**src/rtl/serv_bufreg_pkg.sv**
```systemverilog
// Shared types and helpers for the parametrised SERV buffer register.
package serv_bufreg_pkg;

    localparam int unsigned BR_XLEN  = 32;
    localparam int unsigned BR_CNT_W = 5;

    typedef enum logic [1:0] {
        BR_ADD   = 2'd0,
        BR_SHIFT = 2'd1,
        BR_LOAD  = 2'd2,
        BR_RSVD  = 2'd3
    } br_mode_e;

    typedef enum logic [1:0] {
        BR_IDLE = 2'd0,
        BR_RUN  = 2'd1,
        BR_DONE = 2'd2
    } br_state_e;

    // Number of beats needed to cover one 32-bit word at w bits per beat.
    function automatic int unsigned br_beats(input int unsigned w);
        return (w == 0) ? 0 : BR_XLEN / w;
    endfunction

    // Only power-of-two widths up to a byte keep the beat slicing trivial.
    function automatic bit br_w_legal(input int unsigned w);
        return (w == 1) || (w == 2) || (w == 4) || (w == 8);
    endfunction

endpackage

```
**src/rtl/serv_bufreg_adder.sv**
```systemverilog
// W-bit beat adder; carry-in is ignored on the first beat of a pass.
module serv_bufreg_adder #(
    parameter int unsigned W = 1
) (
    input  logic [W-1:0] i_a,
    input  logic [W-1:0] i_b,
    input  logic         i_cin,
    input  logic         i_beat0,
    output logic [W-1:0] o_sum,
    output logic         o_cout
);

    logic [W:0] full;

    // One beat of the serial add with the carry chain broken at beat 0.
    always_comb begin
        full   = {1'b0, i_a} + {1'b0, i_b} + (W+1)'(i_cin & ~i_beat0);
        o_sum  = full[W-1:0];
        o_cout = full[W];
    end

endmodule

```
**src/rtl/serv_bufreg_pw.sv**
```systemverilog
// Buffer register: serial rs1+imm accumulate (W bits/beat) or 1-bit/cycle shift.
module serv_bufreg_pw
    import serv_bufreg_pkg::*;
#(
    parameter int unsigned W   = 1,
    parameter int unsigned MDU = 0
) (
    input  logic         i_clk,
    input  logic         i_rst_n,
    input  logic         i_start,
    input  logic [1:0]   i_mode,
    input  logic         i_stall,
    input  logic         i_mdu_op,
    input  logic         i_rs1_en,
    input  logic         i_imm_en,
    input  logic         i_clr_lsb,
    input  logic         i_sh_signed,
    input  logic [4:0]   i_shamt,
    input  logic [W-1:0] i_rs1,
    input  logic [W-1:0] i_imm,
    output logic         o_busy,
    output logic         o_done,
    output logic [W-1:0] o_q,
    output logic [1:0]   o_lsb,
    output logic [31:0]  o_dbus_adr,
    output logic [31:0]  o_ext_rs1,
    output logic [31:0]  o_data
);

    localparam int unsigned   BEATS     = br_beats(W);
    localparam int unsigned   CW        = BR_CNT_W;
    localparam logic [CW-1:0] LAST_BEAT = CW'(BEATS - 1);

    if (!br_w_legal(W)) begin : g_bad_w
        $error("serv_bufreg_pw: W must be 1, 2, 4 or 8");
    end

    br_state_e     state_q, state_d;
    br_mode_e      mode_q;
    logic [31:0]   data_q;
    logic          carry_q;
    logic [1:0]    lsb_q, lsb_d;
    logic [CW-1:0] cnt_q;
    logic [4:0]    shamt_q;
    logic          busy_q, done_q;

    logic          start_c, step_c, shift_c, beat0_c, last_c, fill_c, imm_kill_c;
    logic [W-1:0]  op_a, op_b, sum, sum_m;
    logic          cout;

    // State register.
    always_ff @(posedge i_clk or negedge i_rst_n) begin
        if (!i_rst_n) state_q <= BR_IDLE;
        else          state_q <= state_d;
    end

    // Next state; a zero-length shift skips RUN entirely.
    always_comb begin
        state_d = state_q;
        case (state_q)
            BR_IDLE: if (i_start)
                         state_d = (br_mode_e'(i_mode) == BR_SHIFT && i_shamt == 5'd0)
                                   ? BR_DONE : BR_RUN;
            BR_RUN:  if (!i_stall && last_c) state_d = BR_DONE;
            BR_DONE: state_d = BR_IDLE;
            default: state_d = BR_IDLE;
        endcase
    end

    // Step control decoded from the state and the latched pass parameters.
    always_comb begin
        start_c    = (state_q == BR_IDLE) && i_start;
        step_c     = (state_q == BR_RUN) && !i_stall;
        shift_c    = (mode_q == BR_SHIFT);
        beat0_c    = (cnt_q == '0);
        last_c     = shift_c ? (cnt_q == shamt_q - CW'(1)) : (cnt_q == LAST_BEAT);
        fill_c     = i_sh_signed & data_q[31];
        imm_kill_c = (mode_q == BR_LOAD) || (mode_q == BR_RSVD) || ((MDU != 0) && i_mdu_op);
    end

    // Gated adder operands.
    always_comb begin
        op_a = i_rs1_en ? i_rs1 : '0;
        op_b = (i_imm_en && !imm_kill_c) ? i_imm : '0;
    end

    serv_bufreg_adder #(.W(W)) u_adder (
        .i_a     (op_a),
        .i_b     (op_b),
        .i_cin   (carry_q),
        .i_beat0 (beat0_c),
        .o_sum   (sum),
        .o_cout  (cout)
    );

    // JALR clears bit 0 of the target on the first beat.
    always_comb begin
        sum_m = sum;
        if (beat0_c && i_clr_lsb) sum_m[0] = 1'b0;
    end

    if (W == 1) begin : g_lsb_w1
        // Serial capture: address bit 0 on beat 0, bit 1 on beat 1.
        always_comb begin
            lsb_d = lsb_q;
            if (cnt_q == CW'(0))      lsb_d[0] = sum_m[0];
            else if (cnt_q == CW'(1)) lsb_d[1] = sum_m[0];
        end
    end else begin : g_lsb_wn
        // Both address bits arrive together on beat 0.
        always_comb begin
            lsb_d = lsb_q;
            if (beat0_c) lsb_d = sum_m[1:0];
        end
    end

    // Datapath, beat counter and handshake flops.
    always_ff @(posedge i_clk or negedge i_rst_n) begin
        if (!i_rst_n) begin
            data_q  <= '0;
            carry_q <= 1'b0;
            lsb_q   <= '0;
            cnt_q   <= '0;
            mode_q  <= BR_ADD;
            shamt_q <= '0;
            busy_q  <= 1'b0;
            done_q  <= 1'b0;
        end else begin
            busy_q <= (state_d != BR_IDLE);
            done_q <= (state_d == BR_DONE);
            if (start_c) begin
                mode_q  <= br_mode_e'(i_mode);
                shamt_q <= i_shamt;
                cnt_q   <= '0;
            end
            if (step_c) begin
                cnt_q <= last_c ? '0 : cnt_q + CW'(1);
                if (shift_c) begin
                    data_q <= {fill_c, data_q[31:1]};
                end else begin
                    data_q  <= {sum_m, data_q[31:W]};
                    carry_q <= cout;
                    lsb_q   <= lsb_d;
                end
            end
        end
    end

    assign o_busy     = busy_q;
    assign o_done     = done_q;
    assign o_q        = data_q[W-1:0];
    assign o_lsb      = lsb_q;
    assign o_dbus_adr = {data_q[31:2], 2'b00};
    assign o_ext_rs1  = {data_q[31:2], lsb_q};
    assign o_data     = data_q;

endmodule

```
**config.mk**
```make
export PLATFORM = sky130hd
export DESIGN_NAME = serv_bufreg_pw
export DESIGN_NICKNAME = d
export VERILOG_FILES = /design/src/rtl/serv_bufreg_pkg.sv /design/src/rtl/serv_bufreg_adder.sv /design/src/rtl/serv_bufreg_pw.sv
export SDC_FILE = /design/constraint.sdc
export NUM_CORES = 1
export LEC_CHECK = 0
export ABC_AREA = 1
export BUFFER_PORTS_ARGS = -buffer_cell sky130_fd_sc_hd__clkbuf_2
export CAP_MARGIN = 20
export CORE_MARGIN = 5
export CORE_UTILIZATION = 48
export DETAILED_ROUTE_END_ITERATION = 7
export PLACE_DENSITY = 0.8
export SLEW_MARGIN = 20
export SYNTH_ARGS = -nofsm -noshare
export SYNTH_HDL_FRONTEND = slang
export SYNTH_SLANG_ARGS = --single-unit
```
**constraint.sdc**
```tcl
create_clock -name i_clk -period 2 [get_ports i_clk]
set_clock_uncertainty 0.1 [all_clocks]
set_input_delay 0.2 -clock i_clk [delete_from_list [all_inputs] [get_ports i_clk]]
set_output_delay 0.2 -clock i_clk [all_outputs]
set_load 0.01 [all_outputs]
```
==> After elaboration in Yosys (flattened, before gate mapping) <==
Cells that the tools add are included.
{ "op_classes": {"n_mux": 12, "n_addsub": 4, "n_reduce_logical": 17, "shifts": 0, "mul": 0, "magnitude_cmp": 0, "n_bitwise": 5, "n_eq_ne": 9, "div_mod_pow": 0} }
{ "ops": {"columns": ["cell", "count"], "rows": [
  ["two-way mux 32 bit", 1],
  ["two-way mux 5 bit", 3],
  ["zero test 5 bit", 2],
  ["== test 2 x 1 -> 1 bit (second input constant)", 3],
  ["== test 2 bit (second input constant)", 3],
  ["logical AND 1 bit", 6],
  ["two-way mux 2 bit", 3],
  ["adder 5 x 1 -> 5 bit (second input constant)", 1],
  ["== test 5 x 1 -> 1 bit (second input constant)", 1],
  ["== test 5 bit", 1],
  ["== test 5 bit (second input constant)", 1],
  ["subtractor 5 x 1 -> 5 bit (second input constant)", 1],
  ["two-way mux 1 bit", 4],
  ["case mux 2 bit (2 select lines)", 1],
  ["AND reduction 4 bit", 1],
  ["nonzero test 2 bit", 2],
  ["AND reduction 3 bit", 1],
  ["adder 1 x 1 -> 2 bit", 1],
  ["adder 2 bit", 1],
  ["AND 1 x 2 -> 2 bit", 1],
  ["zero test 1 bit", 2],
  ["zero test 2 bit", 1],
  ["inverter 1 bit", 2],
  ["inverter 1 -> 2 bit", 1],
  ["3 further kinds", 3]
]} }
{ "totals": {"word_cells": 57, "reg_bits": 51, "out_inout_bits": 101, "ram_bits": 0, "input_bits": 18, "mem_count": 0, "mem_bits_ro": 0, "latchBits": 0} }

==> Depth between registers and ports, before layout <==
Gate-level depths: netlist (run 1).
{ "logic_depth": {"ltp_word": 9, "ltp_mapped": 11, "ltp_nobuf": 11} }

==> By module <==
A second synthesis (run 1) with hierarchy kept.
{ "hier_totals": {"cells_unflattened": 331, "area_unflattened_um2": 2787.7} }
{ "by_module_without_submodules": {"columns": ["mod", "seq_area_each_um2", "area_each_um2", "cells_each", "n_inst"], "rows": [
  ["serv_bufreg_pw", 1276.2, 2757.6, 328, 1],
  ["serv_bufreg_adder", 0.0, 30.0, 3, 1]
]} }

==> Worst setup path before layout (run 1) <==
No wires, ideal clock.
{ "synth_timing": {"path_kind": "register to register", "start": "register cnt_q[0]", "end": "register lsb_q[1] (netlist: o_lsb[1])", "required_time_ns": 1.805, "slack_ns": 0.190, "n_path_buf": 0, "period_less_slack_ns": 1.810, "stages_incl_launch_ff": 9, "setup_ns": 0.095, "arrival_ns": 1.615, "cell_sequence": "dfrtp_1 inv_1 ha_1 nand3_1 inv_1 nor2_1 fa_1 nand2_1 o31ai_1"} }
{ "synth_between": {"elab_chain_cells": 5, "word_cells_on_any_way": 9, "classes_between": "add/sub: 1; eq/ne: 1; mux: 1; bitwise: 3; reduce/logical: 3"} }
{ "synth_lines": {"columns": ["item", "line_no", "text"], "rows": [
  ["start: declaration", "serv_bufreg_pw.sv:43", "logic [CW-1:0] cnt_q;"],
  ["start signal: assignment", "serv_bufreg_pw.sv:137", "cnt_q <= last_c ? '0 : cnt_q + CW'(1);"],
  ["zero test 5 bit", "serv_bufreg_pw.sv:75, serv_bufreg_pw.sv:106", null],
  ["inverter 1 -> 2 bit", "serv_bufreg_adder.sv:17", "full = {1'b0, i_a} + {1'b0, i_b} + (W+1)'(i_cin & ~i_beat0);"],
  ["AND 1 x 2 -> 2 bit", "serv_bufreg_adder.sv:17", null],
  ["adder 2 bit", "serv_bufreg_adder.sv:17", null],
  ["two-way mux 1 bit", "serv_bufreg_pw.sv:99", "if (beat0_c && i_clr_lsb) sum_m[0] = 1'b0;"],
  ["end signal: assignment", "serv_bufreg_pw.sv:143", "lsb_q <= lsb_d;"],
  ["end: declaration", "serv_bufreg_pw.sv:42", "logic [1:0] lsb_q, lsb_d;"]
]} }
Parallel ways exist; a longest one is shown, timed or not.
A chain may end at the register's enable or synchronous reset.

==> Final worst setup path (run 1) <==
{ "layout_timing": {"start": "register cnt_q[1]", "end": "register lsb_q[1] (netlist: o_lsb[1])"} }
Same word-level chain as after synthesis.

==> results of run 1 <==
-- flip-flops by register name, summed over array words and instances, names as in the netlist --
register  cells
mode_q        2
o_busy        1
o_lsb         2
carry_q       1
o_data       32
o_done        1
shamt_q       5
state_q       2
cnt_q         5
-- kinds of logic (layout without fill, tap and decap cells) --
| kind of cell | count (synthesis) | count (layout) | share of synthesized area |
|---|---|---|---|
| adder cells (fa/ha/maj) | 5 | 5 | 0.02490 |
| other | 1 | 2 | 0.001333 |
| AND/OR/NAND/NOR | 162 | 162 | 0.2392 |
| buffers and inverters | 101 | 158 | 0.2223 |
| XOR/XNOR | 4 | 4 | 0.01245 |
| AO/OA/AOI/OAI | 23 | 23 | 0.04625 |
| flip-flops | 51 | 51 | 0.4535 |
-- what timing repair did --
action	4_1_cts	5_1_grt
hold buffers	1	0
gates resized for setup	0	1
setup buffers	0	1
setup endpoints to repair	0	2
hold endpoints to repair	51	0
-- placed cells by master (no fill, tap or decap) --
cell	n
sky130_fd_sc_hd__nand2_1	124
sky130_fd_sc_hd__clkbuf_2	115
sky130_fd_sc_hd__dfrtp_1	51
sky130_fd_sc_hd__inv_1	25
sky130_fd_sc_hd__nand3_1	18
sky130_fd_sc_hd__o21ai_0	11
sky130_fd_sc_hd__nor2_1	10
sky130_fd_sc_hd__buf_4	6
sky130_fd_sc_hd__clkbuf_8	5
sky130_fd_sc_hd__xor2_1	4
sky130_fd_sc_hd__o21ai_1	4
sky130_fd_sc_hd__ha_1	4
sky130_fd_sc_hd__inv_2	3
sky130_fd_sc_hd__nor2_4	2
sky130_fd_sc_hd__nand4_1	2
sky130_fd_sc_hd__o21ai_2	2
sky130_fd_sc_hd__a21oi_1	2
sky130_fd_sc_hd__conb_1	2
sky130_fd_sc_hd__nand3_2	1
sky130_fd_sc_hd__nor2_2	1
sky130_fd_sc_hd__nand2_2	1
sky130_fd_sc_hd__nor4_1	1
sky130_fd_sc_hd__nor3_2	1
sky130_fd_sc_hd__or2_0	1
sky130_fd_sc_hd__o21a_1	1
sky130_fd_sc_hd__o22ai_1	1
sky130_fd_sc_hd__o31ai_1	1
sky130_fd_sc_hd__a31oi_1	1
sky130_fd_sc_hd__fa_1	1
sky130_fd_sc_hd__bufinv_16	1
sky130_fd_sc_hd__clkinv_4	1
sky130_fd_sc_hd__clkinv_2	1
sky130_fd_sc_hd__dlygate4sd3_1	1
-- power by group --
part           total (W)  internal [W]  switching [W]
clock network   0.000711      0.000373       0.000339
registers        0.00188       0.00144       0.000444
logic            0.00244      0.000959        0.00148
total            0.00504       0.00277        0.00227
-- cell type report --
type | instances | area (sq um)
clock buffer | 5 | 68.82
clock inverter | 3 | 43.79
fill | 515 | 2477
inverter | 28 | 105.1
multi-input combinational | 196 | 915.9
sequential | 51 | 1276
tap | 72 | 90.09
timing repair buffer | 122 | 630.6
-- worst reg2reg max path, stage by stage, from the launching register on --
cell                      delay, ps
sky130_fd_sc_hd__dfrtp_1        410
sky130_fd_sc_hd__inv_1          110
sky130_fd_sc_hd__ha_1           170
sky130_fd_sc_hd__nand3_1         90
sky130_fd_sc_hd__inv_2           80
sky130_fd_sc_hd__nor2_1          50
sky130_fd_sc_hd__fa_1           500
sky130_fd_sc_hd__nand2_1         80
sky130_fd_sc_hd__o31ai_1        190
-- worst max path at each step --
stage | end | slack [ps] | depth (start not counted)
after global placement | o_lsb[1] | 130 | 8
after global routing | o_lsb[1] | 20 | 8
final | o_lsb[1] | 110 | 8
after detailed placement | o_lsb[1] | 70 | 8
after CTS | o_lsb[1] | 50 | 8
after floorplan | o_lsb[1] | 190 | 8
-- routing by layer --
metal | up-vias | GRT usage | share of wire
met5 | - | 0 | 0
met4 | 0 | 0.02691 | 0.0037
met3 | 2 | 0.03707 | 0.091
met2 | 83 | 0.2809 | 0.50
met1 | 1017 | 0.1803 | 0.41
li1 | 1115 | - | -
-- metrics by stage --
step                cells  utilization  total power (W)  hold WS, ps  setup slack, ps
detailed placement    467       0.5350         0.004362        251.7            67.61
floorplan             348            -         0.003938       -195.6            189.8
global placement      467       0.5350         0.004298        246.7            130.1
finish                477       0.5582         0.005036        18.18            109.4
global route          477       0.5582         0.005485        19.35            16.23
CTS                   476       0.5569         0.005095        16.48            50.13
==> metrics.txt, run 1 <==
run status finished clean; aggregate routed wire length roughly 5700 um; minimum clock period 1891 ps; gate count of the mapped netlist approximately 350; Max-Cap Viols 0; number of enable flip-flop cells after synthesis 0; most frequent cell after synthesis sky130_fd_sc_hd__nand2_1; Placer Congestion approximately 0.81; data arrival time at the worst-slack endpoint ~2000 ps; primary flip-flop cell chosen by synthesis mapping sky130_fd_sc_hd__dfrtp_1; Worst R2R Setup Slack ~110 ps; post-route cell area ~3100 sq um; TritonCTS Buffers 5; DR WL/cell approximately 12 um; critical path launch point cnt_q[1]; family with the most delay on the worst path adder cells; fmax ~0.53 GHz; register area share after synthesis 0.4535; classification of the worst setup path flop to flop; Max-Slew Margin vs Limit 0.5739; most area-hungry cell type in the Yosys netlist sky130_fd_sc_hd__dfrtp_1; vias per cell 4.648; count of synthesis-stage warnings from yosys 0; via count of the first global-routing pass 2,009; I/O pin total roughly 120; ranking of synthesized cells by area sky130_fd_sc_hd__dfrtp_1 (45%), sky130_fd_sc_hd__buf_4 (17%), sky130_fd_sc_hd__nand2_1 (17%); beginning of the worst register-to-register path cnt_q[1]; power density cells approximately 1600 nW/um^2; worst-case reg-to-reg path depth 8; worst hold-check path type input port to flop; horizontal die dimension ~87 um; number of synthesized register bits ~50; maximum single-stage delay on the critical path ~500 ps; Worst Hold Launch i_shamt[0]; via count between 2,000 and 2,500; fin crit share 0.9453; DRC 0; all-layer global routing usage 0.1523; max-slew violation count 0; worst vdd rail ir drop between 0.0007 and 0.0008 V; area of the die around 7500 sq um; Post-DRT Antenna Nets 0; most common library cells after synthesis sky130_fd_sc_hd__nand2_1 (124), sky130_fd_sc_hd__buf_4 (65), sky130_fd_sc_hd__dfrtp_1 (51), sky130_fd_sc_hd__inv_1 (26), sky130_fd_sc_hd__nand3_1 (18); library cell used as clock root buffer sky130_fd_sc_hd__clkbuf_8; hpwl dp around 4300 um; endpoint of the worst-slack reg-to-reg timing path o_lsb[1]; cell depth of the worst min-delay path 3; CTS tree built; syn_area_per_cell 8.109 sq um; wire length of the first global-routing pass 9321 um; asr flop ratio synth 1.000; initial core utilization 0.5018; number of nets in the final layout 427; total gr overflow 0; slowest cell on the critical path sky130_fd_sc_hd__fa_1; layout overhead on the synthesized area 11.25%; number of inserted diodes 0; Fin. Hold Viols 0; number of buffers inserted by port buffering roughly 120; final setup TNS 0 ps; Cell Area, Placed around 3000 sq um; Min-Delay Endpoint shamt_q[0]; iteration count of the initial detailed-routing pass 5; distinct cell type count of the synthesized netlist 30; Clk Latency, worst-skew pair 300 ps; ordered list of cells on the worst path inv_1 -> ha_1 -> nand3_1 -> inv_2 -> nor2_1 -> fa_1 -> nand2_1 -> o31ai_1; H-tree lvl count 2; capturing element type of the critical path flop; maximum number of buffers from clock root to sink 2; Clock Pin Slew Worst Setup and Hold Paths approximately 100 ps; die height 86.57 um; crit path buf inv count 2; standard cell core area between 5000 and 6000 sq um; required time worst endpoint roughly 2100 ps; RSZ-0062 raised after global routing false; share of layout cells above drive strength 1 0.3457; clk sinks 51; maximum number of pins on one net before global-route repair 52; CP startpoint kind flop; leakage dissipation roughly 1.9 nW; row cnt 27; Synth top area share 0.4535; Crit Path Max Fanout 4; number of antenna violations at the first check in global routing 0; initial drt markers approximately 130; actual slew at the worst max-slew pin between 600 and 700 ps; cell area after synthesis around 2800 sq um; count of endpoints failing setup in the final report 0
(Power assumes the default switching activity.)
==> run 2: changes to the inputs <==
--- a/config.mk
+++ b/config.mk
@@ -15,4 +15,5 @@
 export SLEW_MARGIN = 20
 export SYNTH_ARGS = -nofsm -noshare
 export SYNTH_HDL_FRONTEND = slang
+export SYNTH_HIERARCHICAL = 1
 export SYNTH_SLANG_ARGS = --single-unit
==> run 2 against run 1 <==
Net effect: sequential power hardly changed; cell area is 0.48% lower; flip-flop and latch count stayed put; die area is 0.83% lower; worst hold slack better by 21 ps; cell count is 2.7% lower; critical path type unchanged; largest power group unchanged; highest routed layer unchanged.
==> metrics.txt, run 2 <==
leakage dissipation 1.741 nW (-6.7%); top library cells by usage in the layout, fill and taps aside sky130_fd_sc_hd__clkbuf_2 (115), sky130_fd_sc_hd__nand2_1 (65), sky130_fd_sc_hd__dfrtp_1 (51), sky130_fd_sc_hd__o21ai_0 (37), sky130_fd_sc_hd__inv_1 (36); number of inserted diodes 0 (unchanged); max-slew violation count 0 (unchanged); all-layer global routing usage 0.1536 (+0.001259); most area-hungry cell type in the Yosys netlist sky130_fd_sc_hd__dfrtp_1; Switching Share 0.4535 (+0.003443); Fin. Hold Viols 0 (unchanged); power density cells 1558 nW/um^2 (-3.1%); GR Util met1 0.1858 (+0.005504); row cnt 27 (unchanged); via count 2,156 (-2.8%); capturing element type of the critical path flop; number of buffers inserted by port buffering 115 (unchanged); beginning of the worst register-to-register path cnt_q[1]; iteration count of the initial detailed-routing pass 4 (-1); Synth top area share 0.4578 (+0.004275); RSZ-0062 raised after global routing false; cell area after synthesis 2788 sq um (-0.93%); hpwl dp 4417 um (+3.6%); count of endpoints failing setup in the final report 0 (unchanged); routing usage on met3 0.03517 (-0.001901); critical path launch point cnt_q[1]; required time worst endpoint 2110 ps (about the same); Post-DRT Antenna Nets 0 (unchanged); minimum clock period 1862 ps (-28.56 ps); Crit Path Max Fanout 5 (+1); register area share after synthesis 0.4578 (+0.004275); asr flop ratio synth 1.000 (unchanged); number of synthesized register bits 51 (unchanged); share of layout cells above drive strength 1 0.3648 (+0.01912); die height 86.21 um (-0.42%); Clock Pin Slew Worst Setup and Hold Paths 100 ps (about the same); TritonCTS Buffers 5 (unchanged); global-route met2 utilization 0.2761 (-0.004842); Critical Path Most Common Cell sky130_fd_sc_hd__inv_2; maximum single-stage delay on the critical path 470 ps (-30 ps); Final Power 0.004854 W (-3.6%); vias per cell 4.647 (about the same); via count of the first global-routing pass 2,046 (+1.8%); data arrival time at the worst-slack endpoint 1970 ps (-30 ps); most common library cell in the layout ignoring fill and taps sky130_fd_sc_hd__clkbuf_2; slowest cell on the critical path sky130_fd_sc_hd__fa_1; Max-Cap Viols 0 (unchanged); number of enable flip-flop cells after synthesis 0 (unchanged); standard cell core area 5574 sq um (-0.60%); global-route layer with the greatest usage met2; Clk Latency, worst-skew pair 310 ps (about the same); aggregate routed wire length 5568 um (-2.6%); switching component of the power 0.002202 W (-2.9%); worst vdd rail ir drop 0.0006303 V (-14%); run status finished clean; max FFs per register 32 (unchanged); CTS tree built; number of antenna violations at the first check in global routing 0 (unchanged); ordered list of cells on the worst path inv_2 -> ha_1 -> nand3_1 -> inv_2 -> nor2_2 -> fa_1 -> nand2_1 -> o32ai_1; DR WL/cell 12.00 um (+0.12%); distinct cell type count of the synthesized netlist 27 (-10%); final setup TNS 0 ps (unchanged); layout overhead on the synthesized area 11.76%; Worst Hold Launch i_shamt[0]; H-tree lvl count 2 (unchanged); total gr overflow 0 (unchanged); Clock power frac 0.122 (-0.019); Logic pwr share 0.494 (+0.009); initial drt markers 98 (-26%); number of nets in the final layout 414 (-3.0%); count of synthesis-stage warnings from yosys 6 (+6); classification of the worst setup path flop to flop; horizontal die dimension 86.21 um (-0.42%); area of the die 7431 sq um (-0.83%); syn_area_per_cell 8.422 sq um (+3.9%); library cell used as clock root buffer sky130_fd_sc_hd__clkbuf_8; Power Internal 0.002653 W (-4.2%); CP startpoint kind flop; most common library cells after synthesis sky130_fd_sc_hd__buf_4 (65), sky130_fd_sc_hd__nand2_1 (65), sky130_fd_sc_hd__dfrtp_1 (51), sky130_fd_sc_hd__inv_1 (38), sky130_fd_sc_hd__o21ai_0 (37); clk sinks 51 (unchanged); sequential power share 0.385 (+0.011); fmax 0.5370 GHz (+1.5%); maximum number of pins on one net before global-route repair 31 (-40%); maximum number of buffers from clock root to sink 2 (unchanged); wire length of the first global-routing pass 9232 um (-0.95%); Placer Congestion 0.8335 (+2.7%); I/O pin total 119 (unchanged); DRC 0 (unchanged); primary flip-flop cell chosen by synthesis mapping sky130_fd_sc_hd__dfrtp_1; gate count of the mapped netlist 331 (-4.6%); worst hold-check path type input port to flop; fin crit share 0.9310 (-0.01428); ranking of synthesized cells by area sky130_fd_sc_hd__dfrtp_1 (46%), sky130_fd_sc_hd__buf_4 (18%), sky130_fd_sc_hd__nand2_1 (8.8%); initial core utilization 0.5001 (-0.001673)
-- run 2: changes by cell type in the layout (fill, tap and decap cells not counted), sizes merged, moves of 3 or more --
cell	delta
buf	+3
nor2	+3
a21oi	+4
o21ai	+20
nand2	-58
inv	+11
nand4	+5
-- run 2: cell type report --
class	instances	area, sq um
Timing Repair Buffer	125	665.6
Tap cell	72	90.09
Fill cell	519	2459
Clock buffer	5	68.82
Sequential cell	51	1276
Multi-Input combinational cell	168	844.6
Clock inverter	3	20.02
Inverter	40	150.1
-- run 2: per-layer routing --
metal / wire length (um) / up-vias
met1: 2240 / 990
met4: 42 / 0
met3: 451 / 3
li1: - / 1090
met5: 0 / -
met2: 2833 / 73
-- run 2: path summary, 6_finish.rpt --
| check | slack, ps | end | cells past startpoint |
|---|---|---|---|
| worst min register to register | 410 | carry_q | 1 |
| worst max register to register | 140 | o_data[31] | 8 |
| min in group asynchronous | 290 | state_q[1] | 2 |
| worst min-delay path | 40 | shamt_q[0] | 3 |
| worst max-delay path | 140 | o_data[31] | 8 |
| max in group asynchronous | 830 | o_data[10] | 3 |
-- run 2: repair_timing --
item	in CTS	in global routing
hold buffers	1	0
endpoints found under the setup margin	0	3
gates resized for setup	0	2
buffers inserted	0	1
endpoints found under the hold margin	18	0
-- run 2: cells by family (layout without fill, tap and decap cells) --
logic type	after synthesis	count (layout)	synth area share
buffers and inverters	113	173	0.2406
AND/OR/NAND/NOR	110	110	0.1732
flip-flops	51	51	0.4578
AO/OA/AOI/OAI	46	46	0.08528
adder cells (fa/ha/maj)	5	5	0.02514
XOR/XNOR	4	4	0.01257
other	1	2	0.001345
multiplexers	1	1	0.004039
-- run 2: metrics by stage --
step / setup slack [ps] / utilization / cell area, sq um / std cells / hold WS [ps]
after floorplan: 184.4 / - / 2791 / 332 / -195.6
after global placement: 118.8 / 0.5398 / 3009 / 454 / 71.96
after detailed placement: 82.52 / 0.5398 / 3009 / 454 / 84.99
after CTS: 68.09 / 0.5576 / 3108 / 463 / 29.94
after global routing: 4.546 / 0.5589 / 3115 / 464 / 47.31
final: 137.9 / 0.5589 / 3115 / 464 / 38.99
-- run 2: power by group through the flow --
| stage | sequential, W | combinational (W) | clock (W) |
|---|---|---|---|
| 2_1_floorplan | 0.00194 | 0.00191 | 0 |
| 3_3_place_gp | 0.00187 | 0.00237 | 0 |
| 3_5_place_dp | 0.00190 | 0.00241 | 0 |
| 4_1_cts | 0.00188 | 0.00242 | 0.000613 |
| 5_1_grt | 0.00196 | 0.00269 | 0.000652 |
| 6_report | 0.00187 | 0.00240 | 0.000591 |
-- run 2: critical path: cells and delay by family (launching register included) --
| kind | cells | cell delay (ps) |
|---|---|---|
| adders and majority gates | 2 | 630 |
| DFF | 1 | 430 |
| and+or+nand+nor | 3 | 220 |
| AOI/OAI and AO/OA | 1 | 210 |
| buffers and inverters | 2 | 180 |
==> run 3: changes to the inputs <==
--- a/config.mk
+++ b/config.mk
@@ -8,7 +8,7 @@
 export ABC_AREA = 1
 export BUFFER_PORTS_ARGS = -buffer_cell sky130_fd_sc_hd__clkbuf_2
 export CAP_MARGIN = 20
-export CORE_MARGIN = 5
+export CORE_MARGIN = 4
 export CORE_UTILIZATION = 48
 export DETAILED_ROUTE_END_ITERATION = 7
 export PLACE_DENSITY = 0.8
==> run 3 against run 2 <==
Net effect: critical path depth unchanged; flip-flop and latch count stayed put; routed wire length increased by 3.8%; utilization up 0.18 points; clock power is 6.1% higher; global-route usage is 1.0 points higher; combinational power about the same; highest routed layer unchanged.
==> metrics.txt, run 3 (synthesis gave the netlist of run 2 again) <==
run status finished clean; vias per cell 4.803 (+3.4%); Final Power 0.004918 W (+1.3%); Cell Area, Placed 3009 sq um (unchanged); Clock Pin Slew Worst Setup and Hold Paths 90 ps (about the same); Worst R2R Setup Slack 170 ps (+30 ps); die height 84.21 um (-2.3%); fmax 0.5453 GHz (+1.5%); top library cells by usage in the layout, fill and taps aside sky130_fd_sc_hd__clkbuf_2 (115), sky130_fd_sc_hd__nand2_1 (65), sky130_fd_sc_hd__dfrtp_1 (51), sky130_fd_sc_hd__inv_1 (37), sky130_fd_sc_hd__o21ai_0 (37); aggregate routed wire length 5777 um (+3.8%); H-tree lvl count 2 (unchanged); worst-case reg-to-reg path depth 8 (unchanged); fin crit share 0.9170 (-0.01404); iteration count of the initial detailed-routing pass 4 (unchanged); max FFs per register 32 (unchanged); fraction of the core area covered by cells at the end of the flow 0.5607 (+0.001795); power density cells 1574 nW/um^2 (+0.99%); final setup TNS 0 ps (unchanged); count of endpoints failing setup in the final report 0 (unchanged); number of buffers inserted by port buffering 115 (unchanged); layout overhead on the synthesized area 12.12%; clk sinks 51 (unchanged); Crit Path Max Fanout 4 (-1); wire length of the first global-routing pass 9515 um (+3.1%); Clk Latency, worst-skew pair 300 ps (about the same); share of layout cells above drive strength 1 0.3632 (-0.001625); library cell used as clock root buffer sky130_fd_sc_hd__clkbuf_8; area of the die 7090 sq um (-4.6%); DRC 0 (unchanged); number of inserted diodes 0 (unchanged); required time worst endpoint 2110 ps (about the same); row cnt 27 (unchanged); initial core utilization 0.5001 (unchanged); post-route cell area 3126 sq um (+0.32%); leakage dissipation 1.746 nW (+0.29%); beginning of the worst register-to-register path cnt_q[0]; cell depth of the worst min-delay path 3 (unchanged); data arrival time at the worst-slack endpoint 1940 ps (-30 ps); standard cell core area 5574 sq um (unchanged); fill cell total of the finished layout 504 (-2.9%); Worst Hold Launch i_shamt[0]; RSZ-0062 raised after global routing false; maximum number of pins on one net before global-route repair 52 (+68%); horizontal die dimension 84.21 um (-2.3%); Max-Cap Viols 0 (unchanged); minimum clock period 1834 ps (-28.09 ps); Post-DRT Antenna Nets 0 (unchanged); CTS tree built; TritonCTS Buffers 5 (unchanged); via count of the first global-routing pass 2,068 (+1.1%); endpoint of the worst-slack reg-to-reg timing path o_data[31]; capturing element type of the critical path flop; Min-Delay Endpoint shamt_q[0]; worst vdd rail ir drop 0.0006890 V (+9.3%); Placer Congestion 0.8173 (-1.9%); classification of the worst setup path flop to flop; max-slew violation count 0 (unchanged); maximum number of buffers from clock root to sink 2 (unchanged); worst hold-check path type input port to flop; number of antenna violations at the first check in global routing 0 (unchanged); hpwl dp 4521 um (+2.4%); via count 2,224 (+3.2%); total gr overflow 0 (unchanged); DR WL/cell 12.48 um (+4.0%); number of nets in the final layout 413 (-0.24%); Setup Buffers After CTS 0 (unchanged); most common library cell in the layout ignoring fill and taps sky130_fd_sc_hd__clkbuf_2; I/O pin total 119 (unchanged); CP startpoint kind flop; initial drt markers 100 (+2.0%); Fin. Hold Viols 0 (unchanged); all-layer global routing usage 0.1636 (+0.01003)
[run 3: cell count changes in the layout (fill, tap and decap cells not counted), sizes merged]
cell      before  now
clkbuf       120  121
buf            9    8
clkinvlp       2    1
[run 3: repair_timing]
item                                   4_1_cts  5_1_grt
endpoints found under the hold margin       51        0
setup endpoints to repair                    0        1
hold buffers                                 1        0
gates resized for setup                      0        2
[run 3: worst max-delay path, cell delays in order, from the launching register on]
cell and delay, ps:
sky130_fd_sc_hd__dfrtp_1 390, sky130_fd_sc_hd__inv_1 90, sky130_fd_sc_hd__ha_1 170, sky130_fd_sc_hd__nand3_1 90, sky130_fd_sc_hd__inv_2 90, sky130_fd_sc_hd__nor2_2 50, sky130_fd_sc_hd__fa_1 470, sky130_fd_sc_hd__nand2_1 90
sky130_fd_sc_hd__o32ai_2 200
[run 3: final cells by class]
type	count	area, sq um	area share
well taps	72	90.09	0.02882
repair buffers	124	658.1	0.2106
multi-input cells	168	852.1	0.2726
inverters	40	150.1	0.04804
clock buffers	6	82.58	0.02642
flip-flops and latches	51	1276	0.4083
clock inverters	2	16.27	0.005204
[run 3: per-stage QoR]
stage / worst slack (ps) / std cells / hold slack [ps]
CTS: 93.82 / 463 / 41.36
floorplan: 184.4 / 332 / -195.6
detailed placement: 120.8 / 454 / 114.9
global route: 33.27 / 463 / 56.67
finish: 166.0 / 463 / 44.72
global placement: 174.2 / 454 / 112.5
[run 3: worst max-delay path by stage]
| stage | startpoint | endpoint | depth (start not counted) |
|---|---|---|---|
| finish | cnt_q[0] | o_data[31] | 8 |
| global route | cnt_q[0] | o_data[31] | 8 |
| CTS | cnt_q[0] | o_data[31] | 8 |
| detailed placement | cnt_q[0] | o_data[31] | 8 |
| global placement | cnt_q[0] | o_data[31] | 8 |
| floorplan | cnt_q[0] | o_data[31] | 8 |
[run 3: per-layer routing]
layer  wire length, um  GRT usage  vias up  part of all wire
met5                 0          0        -                 0
met3               478    0.03827        5             0.083
li1                  -          -     1086                 -
met1              2164     0.1869     1045              0.37
met4                63    0.04678        0             0.011
met2              3070     0.3027       88              0.53
[run 3: where the power goes]
group	total, W	switching (W)	leakage (nW)	internal, W
clock network	0.000627	0.000344	0.0474	0.000283
registers	0.00186	0.000429	0.664	0.00143
logic	0.00243	0.00146	1.03	0.000966
total	0.00492	0.00224	1.75	0.00268
